<file path="config.mk">
export PLATFORM = sky130hd
export DESIGN_NAME = jpeg_stream_sched
export DESIGN_NICKNAME = d
export VERILOG_FILES = /design/src/rtl/jpeg_stream_sched.sv
export SDC_FILE = /design/constraint.sdc
export NUM_CORES = 1
export LEC_CHECK = 0
export BUFFER_PORTS_ARGS = -buffer_cell sky130_fd_sc_hd__buf_4
export CORE_ASPECT_RATIO = 1.75
export CORE_MARGIN = 2
export CORE_UTILIZATION = 44
export DETAILED_ROUTE_END_ITERATION = 12
export PLACE_DENSITY_LB_ADDON = 0.3
export SYNTH_ARGS = -nofsm -noshare
export SYNTH_HDL_FRONTEND = slang
export SYNTH_SLANG_ARGS = --single-unit
</file>
<file path="constraint.sdc">
create_clock -name clk -period 2.6 [get_ports clk]
set_input_delay 0.39 -clock clk [delete_from_list [all_inputs] [get_ports clk]]
set_output_delay 0.39 -clock clk [all_outputs]
set_load 0.005 [all_outputs]
</file>
<file path="src/rtl/jpeg_stream_sched.sv">
// jpeg_stream_sched
//   Feeds the pixel beats of two source channels into a single JPEG encoder
//   wrapper. A channel owns the encoder for a whole stream, from its first
//   block until the encoder reports end of stream, because the DC predictor
//   and bitstream state belong to one stream. New blocks start only when the
//   encoder output FIFO has room (fifo_level <= FIFO_HI). The FIFO level is
//   checked only at block boundaries, never in the middle of a block.
//
// Ports
//   clk, rst               clock, synchronous active-high reset
//   chN_valid/data/last    channel N pixel beat offer; last marks the final block
//   chN_ready              channel N beat accepted this cycle
//   enc_req/wdata/last     write request, data and last-block flag to encoder
//   enc_gnt                encoder accepted the write this cycle
//   enc_end                one-cycle end-of-stream pulse from the encoder
//   fifo_level             encoder output-FIFO occupancy
//   owner, busy            current owning channel, stream in progress
//   blk_count              blocks completed in the current stream (saturating)
//   err                    sticky protocol error
module jpeg_stream_sched #(
  parameter int BLK_BEATS = 64,
  parameter int FIFO_HI   = 24,
  parameter int LVL_W     = 6
) (
  input  logic             clk,
  input  logic             rst,
  input  logic             ch0_valid,
  input  logic [31:0]      ch0_data,
  input  logic             ch0_last,
  output logic             ch0_ready,
  input  logic             ch1_valid,
  input  logic [31:0]      ch1_data,
  input  logic             ch1_last,
  output logic             ch1_ready,
  output logic             enc_req,
  output logic [31:0]      enc_wdata,
  output logic             enc_last,
  input  logic             enc_gnt,
  input  logic             enc_end,
  input  logic [LVL_W-1:0] fifo_level,
  output logic             owner,
  output logic             busy,
  output logic [15:0]      blk_count,
  output logic             err
);

  localparam int               CNT_W     = (BLK_BEATS > 1) ? $clog2(BLK_BEATS) : 1;
  localparam logic [CNT_W-1:0] LAST_BEAT = CNT_W'(BLK_BEATS - 1);
  localparam logic [LVL_W-1:0] LVL_HI    = LVL_W'(FIFO_HI);

  typedef enum logic [1:0] {IDLE, FEED, HOLD, DRAIN} state_t;

  state_t           state_r,     state_nx;
  logic             owner_r,     owner_nx;
  logic             rr_pri_r,    rr_pri_nx;
  logic [CNT_W-1:0] beat_cnt_r,  beat_cnt_nx;
  logic [15:0]      blk_count_r, blk_count_nx;
  logic             blk_last_r,  blk_last_nx;
  logic             err_r,       err_nx;

  logic             own_valid;
  logic [31:0]      own_data;
  logic             own_last;
  logic             lvl_ok;
  logic             blk_last_eff;

  function automatic logic [15:0] sat_inc16(input logic [15:0] v);
    return (v == 16'hFFFF) ? v : v + 16'd1;
  endfunction

  always_comb begin
    state_nx     = state_r;
    owner_nx     = owner_r;
    rr_pri_nx    = rr_pri_r;
    beat_cnt_nx  = beat_cnt_r;
    blk_count_nx = blk_count_r;
    blk_last_nx  = blk_last_r;
    err_nx       = err_r;

    enc_req      = 1'b0;
    enc_wdata    = '0;
    enc_last     = 1'b0;
    ch0_ready    = 1'b0;
    ch1_ready    = 1'b0;

    own_valid    = owner_r ? ch1_valid : ch0_valid;
    own_data     = owner_r ? ch1_data  : ch0_data;
    own_last     = owner_r ? ch1_last  : ch0_last;
    lvl_ok       = (fifo_level <= LVL_HI);
    // On beat 0 the block's last flag has not been latched yet, so the
    // live channel flag is the one that applies to this block.
    blk_last_eff = (beat_cnt_r == '0) ? own_last : blk_last_r;

    // An end-of-stream pulse is only meaningful while draining.
    if (enc_end && (state_r != DRAIN)) err_nx = 1'b1;

    case (state_r)
      IDLE: begin
        if ((ch0_valid || ch1_valid) && lvl_ok) begin
          state_nx     = FEED;
          owner_nx     = (ch0_valid && ch1_valid) ? rr_pri_r : ch1_valid;
          beat_cnt_nx  = '0;
          blk_count_nx = '0;
        end
      end
      FEED: begin
        enc_req   = own_valid;
        enc_wdata = own_data;
        enc_last  = blk_last_eff;
        ch0_ready = ~owner_r & enc_gnt;
        ch1_ready =  owner_r & enc_gnt;
        if (own_valid && enc_gnt) begin
          if (beat_cnt_r == '0) begin
            blk_last_nx = own_last;
          end else if (own_last != blk_last_r) begin
            // Late change of the last flag is flagged but never re-sequences.
            err_nx = 1'b1;
          end
          if (beat_cnt_r == LAST_BEAT) begin
            beat_cnt_nx  = '0;
            blk_count_nx = sat_inc16(blk_count_r);
            state_nx     = blk_last_eff ? DRAIN : HOLD;
          end else begin
            beat_cnt_nx = beat_cnt_r + CNT_W'(1);
          end
        end
      end
      HOLD: begin
        if (lvl_ok) state_nx = FEED;
      end
      DRAIN: begin
        // Arbitration waits for IDLE, giving a one-cycle bubble after enc_end.
        if (enc_end) begin
          state_nx  = IDLE;
          rr_pri_nx = ~owner_r;
        end
      end
      default: state_nx = IDLE;
    endcase
  end

  always_ff @(posedge clk) begin
    if (rst) begin
      state_r     <= IDLE;
      owner_r     <= 1'b0;
      rr_pri_r    <= 1'b0;
      beat_cnt_r  <= '0;
      blk_count_r <= '0;
      blk_last_r  <= 1'b0;
      err_r       <= 1'b0;
    end else begin
      state_r     <= state_nx;
      owner_r     <= owner_nx;
      rr_pri_r    <= rr_pri_nx;
      beat_cnt_r  <= beat_cnt_nx;
      blk_count_r <= blk_count_nx;
      blk_last_r  <= blk_last_nx;
      err_r       <= err_nx;
    end
  end

  assign owner     = owner_r;
  assign busy      = (state_r != IDLE);
  assign blk_count = blk_count_r;
  assign err       = err_r;

endmodule

</file>
==> results of run 1 <==
[layout make-up]
class / count / share of cell area (%)
clock buffers: 4 / 1.68
inverters: 7 / 0.800
multi-input cells: 225 / 46.6
flip-flops and latches: 28 / 17.1
well taps: 54 / 2.06
repair buffers: 139 / 31.8
[placed cells by master (no fill, tap or decap), drive strengths merged, types with 7 or more instances in the layout]
| cell type | instances |
|---|---|
| o311ai | 9 |
| a21oi | 15 |
| inv | 7 |
| nand2 | 16 |
| buf | 139 |
| o31ai | 13 |
| a31oi | 8 |
| mux2i | 34 |
| dfxtp | 28 |
| nor2 | 46 |
| nand3 | 11 |
[cells in the mapped netlist (4+ instances only)]
master	instances
a21oi_1	15
a31oi_1	8
and2_1	5
and3_1	4
and4_1	4
buf_1	4
clkbuf_1	5
dfxtp_1	28
inv_1	7
mux2i_1	34
nand2_1	16
nand2b_1	6
nand3_1	11
nor2_1	46
nor2b_1	4
nor3_1	5
o21ai_0	5
o311ai_0	8
o31ai_1	13
[power breakdown]
group / internal [mW] / leakage, nW / total (mW) / switching, mW
Combinational: 0.180 / 1.18 / 0.326 / 0.146
Sequential: 0.434 / 0.227 / 0.444 / 0.0100
Clock: 0.136 / 0.0288 / 0.280 / 0.144
[flip-flops by register name, summed over array words and instances (netlist names)]
name,count
beat_cnt_r,6
blk_count,16
blk_last_r,1
err,1
owner,1
rr_pri_r,1
state_r,2
[per-stage QoR]
| step | hold slack, ns | std cells |
|---|---|---|
| 2_1_floorplan | 0.457 | 277 |
| 3_3_place_gp | 0.468 | 453 |
| 3_5_place_dp | 0.484 | 453 |
| 4_1_cts | 0.428 | 457 |
| 5_1_grt | 0.437 | 457 |
| 6_report | 0.426 | 457 |
[worst max path at each step]
| stage | to | slack (ns) | cells past startpoint |
|---|---|---|---|
| after floorplan | blk_count[14]$_SDFFE_PP0P_ | 0.67 | 6 |
| after global placement | blk_count[13]$_SDFFE_PP0P_ | 0.54 | 6 |
| after detailed placement | blk_count[5]$_SDFFE_PP0P_ | 0.41 | 6 |
| after CTS | enc_last | 0.25 | 5 |
| after global routing | enc_wdata[1] | 0.16 | 4 |
| final | enc_last | 0.24 | 5 |
[critical path, cell delays in order (launching register included)]
cell     delay, ns
dfxtp_2       0.38
buf_4         0.49
mux2i_1       0.20
a311o_1       0.43
inv_1         0.07
buf_4         0.11
[metal layers]
| metal | routed length [um] | vias to the layer above |
|---|---|---|
| met5 | 0 | - |
| met4 | 187 | 0 |
| met3 | 593 | 16 |
| met2 | 4100 | 125 |
| met1 | 2700 | 1222 |
| li1 | - | 1285 |
[kinds of logic (layout without fill, tap and decap cells)]
family | after synthesis | in the layout | synth area share (%)
fa+ha+maj | 3 | 3 | 1.67
compound gates | 64 | 64 | 20.4
mux | 36 | 36 | 16.2
buf+inv | 24 | 150 | 6.81
xor+xnor | 1 | 1 | 0.391
flops | 28 | 28 | 25.0
simple gates | 121 | 121 | 29.6
==> run_results.csv, run 1 <==
group,metric,value,unit
worst_setup_path,cp_max_fo,37,
timing,setup_viol,0,
grt,grt_pass1_vias,2688,
clock_network,numCtsBuffers,3,
timing,fin_ws,0.239,ns
clock_network,ctsResizeCount,0,
grt,gr-usage-met1,29.1,%
timing,fmax,424,MHz
yosys,yosys_warnings,0,
yosys,synth_top_area_cell,"dfxtp_1",
yosys,postSynthCellCount,277,
place,pre_cts_ws,0.414,ns
routing,avgRoutedWirePerCell,16.6,um
grt,global_route.usage.met2,49.6,%
worst_setup_path,path_class,"reg -> out",
yosys,syn_nets,358,
routing,via_per_inst,5.79,
place,dp_hpwl,6090,um
power,leakage,1.43,nW
clock_network,clockBufferDepth,2,
layout,layout-drive-gt1-share,39.2,%
yosys,ys_async_sr_fraction,0,%
yosys,ys_top_cells_by_area,"dfxtp_1, mux2i_1, nor2_1, o31ai_1, a21oi_1",
layout,regArea,562,um^2
clock_network,cts_tree,"yes",
yosys,yosysSeqAreaShare,25.0,%
layout,layout.nets,485,
routing,drt-total-wl,7580,um
yosys,synth_top_flop_cell,"dfxtp_1",
routing,final_antenna_net_count,0,
grt,antenna_found_initial,0,
floorplanning,io-pin-count,133,
layout,final_cell_area,3280,um^2
clock_network,cts_num_sinks,28,
worst_setup_path,worst_r2r_path_depth,6,
floorplanning,coreArea,4930,um^2
power,power_density,320,nW/um^2
layout,fin_util,66.5,%
layout,fill_cells,436,
yosys,synth_area,2240,um^2
floorplanning,die_h,98.4,um
timing,rsz0062_at_grt,"false",
layout,num_antenna_cells,0,
worst_setup_path,arrival,1.97,ns
place,portBuffers,132,
grt,grt_max_degree,38,
worst_setup_path,critPathLaunchType,"register",
worst_setup_path,cp.required,2.21,ns
timing,finalHoldViolCount,0,
grt,grt_overflow_total,0,
timing,min_period_over_period,90.8,%
routing,drt_iter0_drc,104,
routing,drc,0,
routing,first_pass_iters,4,
clock_network,cts_setup_buffers,0,
worst_setup_path,end_kind,"output pin",
yosys,synth_edf_count,0,
timing,worst_slew_pin_slew,0.772,ns
place,gp_congestion,0.864,
layout,area_delta_synth_final,46.4,%
place,place_area,3230,um^2
floorplanning,die_area,5710,um^2
yosys,syn_area_per_cell,8.09,um^2
worst_setup_path,r2r-start,"blk_count[0]$_SDFFE_PP0P_",
worst_setup_path,r2r_end,"blk_count[5]$_SDFFE_PP0P_",
layout,multiInputGateArea,1530,um^2
yosys,ys_types,52,
yosys,ys_ff_latch,28,
hold_path,hold_path_end,"beat_cnt_r[4]$_SDFFE_PP0P_",
grt,grt-busiest-layer,"met2",
hold_path,min_from,"rst",
timing,slew_headroom,48.5,%
clock_network,clk_pin_slew,0.10,ns
floorplanning,row_count,34,
grt,grt_use_total,26.8,%
power,peakVddDrop,0.000278,V
yosys,yosys.area.top_type_share,25.0,%
grt,grt_first_pass_wirelength,12200,um
routing,vias,2648,
worst_setup_path,startpoint,"owner$_SDFFE_PP0P_",
timing,final_max_slew_viol_count,0,
timing,clock_skew,0.00327,ns
hold_path,hold_path.class,"in -> reg",
clock_network,hold_buffers,0,
clock_network,clk_latency,0.28,ns
power,total_power,1.05,mW
clock_network,cts_htree_levels,1,
clock_network,clockRootBuffer,"clkbuf_8",
run,maxCapViolations,0,
timing,fin_setup_tns,0,ns
floorplanning,die_w,58.0,um
run_status,status,"complete, no violations",
hold_path,min_path_cells,2,
grt,met3_usage,4.46,%
worst_setup_path,ff2ff_setup_slack,0.38,ns
timing,fin_crit,2.36,ns
floorplanning,initial_core_util,45.4,%
No activity file was read; power rests on OpenSTA's default activity.
==> inputs of run 2 (changes only) <==
- CELL_PAD_IN_SITES_DETAIL_PLACEMENT: not set -> 1
- CELL_PAD_IN_SITES_GLOBAL_PLACEMENT: not set -> 1
- CORE_UTILIZATION: 44 -> 30
==> run 2 against run 1 <==
  * Clock skew about the same
  * Die area up 44%
  * Sequential power about the same
  * Cell area up 3.2%
  * Combinational power up 1%
  * Non-clock buffer count up 2
  * Core utilization down 20 points
  * Via count up 0.57%
  * Critical endpoint unchanged
  * Largest power group unchanged
==> run_results.csv, run 2 (synthesized netlist as in run 1, its figures left out) <==
group,metric,value,unit
place,pre_cts_ws,0.468,ns
hold_path,min_path_cells,2,
clock_network,cts_tree,"yes",
worst_setup_path,cp_max_fo,14,
timing,final_max_slew_viol_count,0,
layout,regArea,562,um^2
timing,worst_slew_pin_slew,0.761,ns
floorplanning,io-pin-count,133,
clock_network,numCtsBuffers,3,
power,p_int,855,uW
run_status,status,"complete, no violations",
timing,fin_ws,0.338,ns
grt,grt_use_total,20.3,%
worst_setup_path,critPathLaunchType,"register",
grt,grt_pass1_vias,2921,
worst_setup_path,critical_path.top_delay_family,"flip-flops",
hold_path,hold_path_end,"beat_cnt_r[4]$_SDFFE_PP0P_",
worst_setup_path,worst_r2r_path_depth,7,
routing,drt-total-wl,8330,um
routing,avgRoutedWirePerCell,17.0,um
layout,largest_reg_flops,16,
worst_setup_path,crit_chain,"nand2b_2 > a311o_1 > inv_1 > buf_4",
worst_setup_path,path_class,"reg -> out",
grt,grt_first_pass_wirelength,13700,um
worst_setup_path,cp.required,2.21,ns
timing,finalHoldViolCount,0,
routing,wl_met3,498,um
layout,layout.nets,487,
worst_setup_path,end_kind,"output pin",
clock_network,cts_num_sinks,28,
worst_setup_path,critical-path-max-stage-delay,0.65,ns
layout,layout_common_cells,"buf_4, nor2_1, mux2i_1",
layout,area_delta_synth_final,51.1,%
clock_network,hold_buffers,0,
layout,layout-drive-gt1-share,39.8,%
clock_network,clockRootBuffer,"clkbuf_16",
worst_setup_path,cp.depth,4,
place,gp_congestion,0.786,
routing,wl_met1,2940,um
power,pwr-share-comb,28.1,%
floorplanning,die_w,69.4,um
grt,grt_max_degree,34,
routing,final_antenna_net_count,0,
worst_setup_path,crit_buf_inv,2,
run,maxCapViolations,0,
timing,slew_headroom,49.2,%
power,power_density,347,nW/um^2
timing,min_period_over_period,87.0,%
routing,first_pass_iters,4,
routing,via_per_inst,5.42,
timing,fin_crit,2.26,ns
power,switchingPower,320,uW
worst_setup_path,r2r_end,"blk_count[10]$_SDFFE_PP0P_",
power,clockPowerShare,34.0,%
routing,drc,0,
worst_setup_path,r2r-start,"blk_count[0]$_SDFFE_PP0P_",
routing,wl_met2,4790,um
timing,rsz0062_at_grt,"false",
hold_path,hold_path.class,"in -> reg",
layout,final_common_cell,"buf_4",
worst_setup_path,arrival,1.87,ns
layout,fill_cells,887,
power,p_sw_share,27.2,%
clock_network,ctsResizeCount,0,
floorplanning,row_count,41,
hold_path,min_from,"rst",
routing,drt_iter0_drc,100,
floorplanning,coreArea,7230,um^2
clock_network,clk_pin_slew,0.07,ns
layout,num_antenna_cells,0,
clock_network,clockBufferDepth,2,
timing,clock_skew,0.00342,ns
power,power_frac_seq,37.9,%
floorplanning,die_h,118,um
floorplanning,die_area,8210,um^2
timing,fmax,442,MHz
place,portBuffers,132,
power,peakVddDrop,0.000242,V
floorplanning,initial_core_util,31.0,%
clock_network,clk_latency,0.27,ns
power,leakage,1.47,nW
timing,setup_viol,0,
grt,grt_overflow_total,0,
grt,antenna_found_initial,0,
timing,fin_setup_tns,0,ns
layout,multiInputGateArea,1530,um^2
clock_network,cts_setup_buffers,0,
worst_setup_path,ff2ff_setup_slack,0.47,ns
routing,vias,2663,
routing,maxUsedRoutingLayer,"met4",
clock_network,cts_htree_levels,1,
place,dp_hpwl,6670,um
worst_setup_path,cp_slowest_cell,"dfxtp_1",
[run 2: cell type report]
type	count	share of cell area [%]
multi-input cells	225	45.2
well taps	86	3.18
clock buffers	4	2.62
inverters	7	0.776
repair buffers	141	31.6
flip-flops and latches	28	16.6
[run 2: how the worst max path moves through the flow]
stage / slack [ns] / endpoint / start
final: 0.34 / enc_last / state_r[0]$_SDFFE_PP0P_
after global routing: 0.15 / enc_last / beat_cnt_r[5]$_SDFFE_PP0P_
after CTS: 0.33 / enc_wdata[15] / owner$_SDFFE_PP0P_
after detailed placement: 0.47 / blk_count[10]$_SDFFE_PP0P_ / blk_count[0]$_SDFFE_PP0P_
after global placement: 0.50 / blk_count[10]$_SDFFE_PP0P_ / blk_count[0]$_SDFFE_PP0P_
after floorplan: 0.67 / blk_count[14]$_SDFFE_PP0P_ / blk_count[0]$_SDFFE_PP0P_
[run 2: stage by stage]
stage          cell area [um^2]  hold WS (ns)  instances  total power [mW]  util [%]
2_1_floorplan              2240         0.457        277             0.604         -
3_5_place_dp               3300         0.490        487             0.791      45.6
6_report                   3390         0.447        491              1.17      46.8
4_1_cts                    3390         0.446        491              1.19      46.8
5_1_grt                    3390         0.461        491              1.23      46.8
3_3_place_gp               3300         0.467        487             0.785      45.6
[run 2: layer usage]
| metal | vias up | global-route usage (%) |
|---|---|---|
| met5 | - | 0 |
| met2 | 101 | 41.3 |
| li1 | 1289 | - |
| met3 | 7 | 4.26 |
| met1 | 1266 | 19.9 |
| met4 | 0 | 5.64 |
[run 2: power groups by stage]
| stage | logic, mW | clock network [mW] | registers (mW) |
|---|---|---|---|
| 6_report | 0.330 | 0.400 | 0.445 |
| 5_1_grt | 0.366 | 0.422 | 0.446 |
| 4_1_cts | 0.337 | 0.407 | 0.444 |
| 3_5_place_dp | 0.336 | 0 | 0.455 |
| 3_3_place_gp | 0.330 | 0 | 0.455 |
| 2_1_floorplan | 0.155 | 0 | 0.449 |
==> inputs of run 3 (changes only) <==
- RECOVER_POWER: not set -> 50
==> run 3 against run 2 <==
  * Final cell count stayed put
  * Wire length down 0.48%
  * Core utilization fell by 0.24 points
  * Non-clock buffer count did not move
  * Maximum frequency rose by 0.61%
  * Clock power about the same
  * Flip-flop and latch count did not move
  * Clock skew about the same
  * Combinational power about the same
  * Register-to-register slack is essentially flat
  * Global-route usage did not move
  * Critical endpoint unchanged
  * Largest cell class unchanged
  * Largest power group unchanged
==> run_results.csv, run 3 (synthesized netlist as in run 1, its figures left out) <==
group,metric,value,unit
run_status,status,"complete, no violations",
worst_setup_path,cp_max_fo,14,
timing,min_period_over_period,86.5,%
grt,grt_max_degree,34,
layout,layout-drive-gt1-share,38.8,%
worst_setup_path,path_class,"reg -> out",
worst_setup_path,crit_chain,"nand2b_2 > a311o_1 > inv_1 > buf_4",
routing,avgRoutedWirePerCell,16.9,um
run,maxCapViolations,0,
floorplanning,die_w,69.4,um
clock_network,ctsResizeCount,0,
layout,fin_util,46.6,%
power,leakage,1.45,nW
clock_network,cts_tree,"yes",
timing,whs,0.449,ns
clock_network,hold_buffers,0,
place,dp_hpwl,6670,um
worst_setup_path,critPathLaunchType,"register",
layout,stdcell_count,491,
timing,fmax,445,MHz
routing,vias,2690,
grt,grt_first_pass_wirelength,13700,um
place,portBuffers,132,
timing,final_max_slew_viol_count,0,
routing,drt-total-wl,8290,um
floorplanning,die_h,118,um
hold_path,hold_path.class,"in -> reg",
timing,slew_headroom,51.0,%
floorplanning,io-pin-count,133,
grt,grt_overflow_total,0,
power,power_density,348,nW/um^2
timing,worst_slew_pin_slew,0.735,ns
timing,clock_skew,0.00318,ns
grt,antenna_found_initial,0,
clock_network,cts_htree_levels,1,
power,peakVddDrop,0.000241,V
clock_network,cts_setup_buffers,0,
routing,final_antenna_net_count,0,
place,dp_cells,487,
timing,fin_crit,2.25,ns
worst_setup_path,cp_slowest_cell,"dfxtp_1",
clock_network,clk_latency,0.27,ns
grt,grt_pass1_vias,2921,
layout,final_cell_area,3370,um^2
timing,fin_setup_tns,0,ns
clock_network,cts_num_sinks,28,
floorplanning,coreArea,7230,um^2
floorplanning,row_count,41,
layout,layout.nets,487,
worst_setup_path,cp.required,2.21,ns
worst_setup_path,critical_path.top_delay_family,"flip-flops",
clock_network,clockRootBuffer,"clkbuf_16",
routing,drc,0,
place,place_area,3300,um^2
timing,rsz0062_at_grt,"false",
timing,setup_viol,0,
routing,drt_iter0_drc,100,
floorplanning,initial_core_util,31.0,%
timing,finalHoldViolCount,0,
layout,multiInputGateArea,1520,um^2
routing,via_per_inst,5.48,
layout,regArea,561,um^2
layout,final_common_cell,"buf_4",
worst_setup_path,arrival,1.86,ns
layout,num_antenna_cells,0,
worst_setup_path,end_kind,"output pin",
floorplanning,die_area,8210,um^2
worst_setup_path,crit_buf_inv,2,
grt,grt_use_total,20.3,%
place,gp_congestion,0.786,
routing,first_pass_iters,4,
layout,largest_reg_flops,16,
place,pre_cts_ws,0.468,ns
layout,fill_cells,890,
power,total_power,1.17,mW
clock_network,clk_pin_slew,0.07,ns
timing,fin_ws,0.351,ns
layout,area_delta_synth_final,50.3,%
clock_network,clockBufferDepth,2,
layout,layout_common_cells,"buf_4, nor2_1, mux2i_1",
clock_network,numCtsBuffers,3,
worst_setup_path,critical-path-max-stage-delay,0.64,ns
==> run 3: cell types whose count changed in the layout (fill, tap and decap cells not counted), sizes merged <==
| cell | change |
|---|---|
| buf | -19 |
| clkbuf | +19 |
==> run 3: cell type report <==
| class | instances | share of cell area, % |
|---|---|---|
| Multi-Input combinational cell | 225 | 45.2 |
| Inverter | 7 | 0.780 |
| Timing Repair Buffer | 141 | 31.6 |
| Clock buffer | 4 | 2.64 |
| Sequential cell | 28 | 16.6 |
| Tap cell | 86 | 3.19 |
==> run 3: worst register-to-register path: cells and delay by family, from the launching register on <==
family,cells,cell delay [ns]
buffers and inverters,1,0.22
AO/OA/AOI/OAI,2,0.23
AND/OR/NAND/NOR,3,0.84
flip-flops,1,0.46
adder cells (fa/ha/maj),1,0.26
==> run 3: routing by layer <==
layer  global-route usage [%]  wire length [um]
met4                     5.64                97
met2                     41.3              4790
met1                     19.9              2880
met5                        0                 0
met3                     4.26               518
==> run 3: worst paths after layout <==
kind	start	slack (ns)	cells after the start	endpoint
max	state_r[0]$_SDFFE_PP0P_	0.35	4	enc_last
min	rst	0.45	2	beat_cnt_r[4]$_SDFFE_PP0P_
max reg2reg	blk_count[0]$_SDFFE_PP0P_	0.47	7	blk_count[10]$_SDFFE_PP0P_
min reg2reg	beat_cnt_r[1]$_SDFFE_PP0P_	0.49	2	beat_cnt_r[1]$_SDFFE_PP0P_
==> run 3: where the power goes <==
part	switching [mW]	internal (mW)	total [mW]
sequential	0.0107	0.434	0.444
combinational	0.145	0.184	0.329
clock	0.161	0.237	0.398
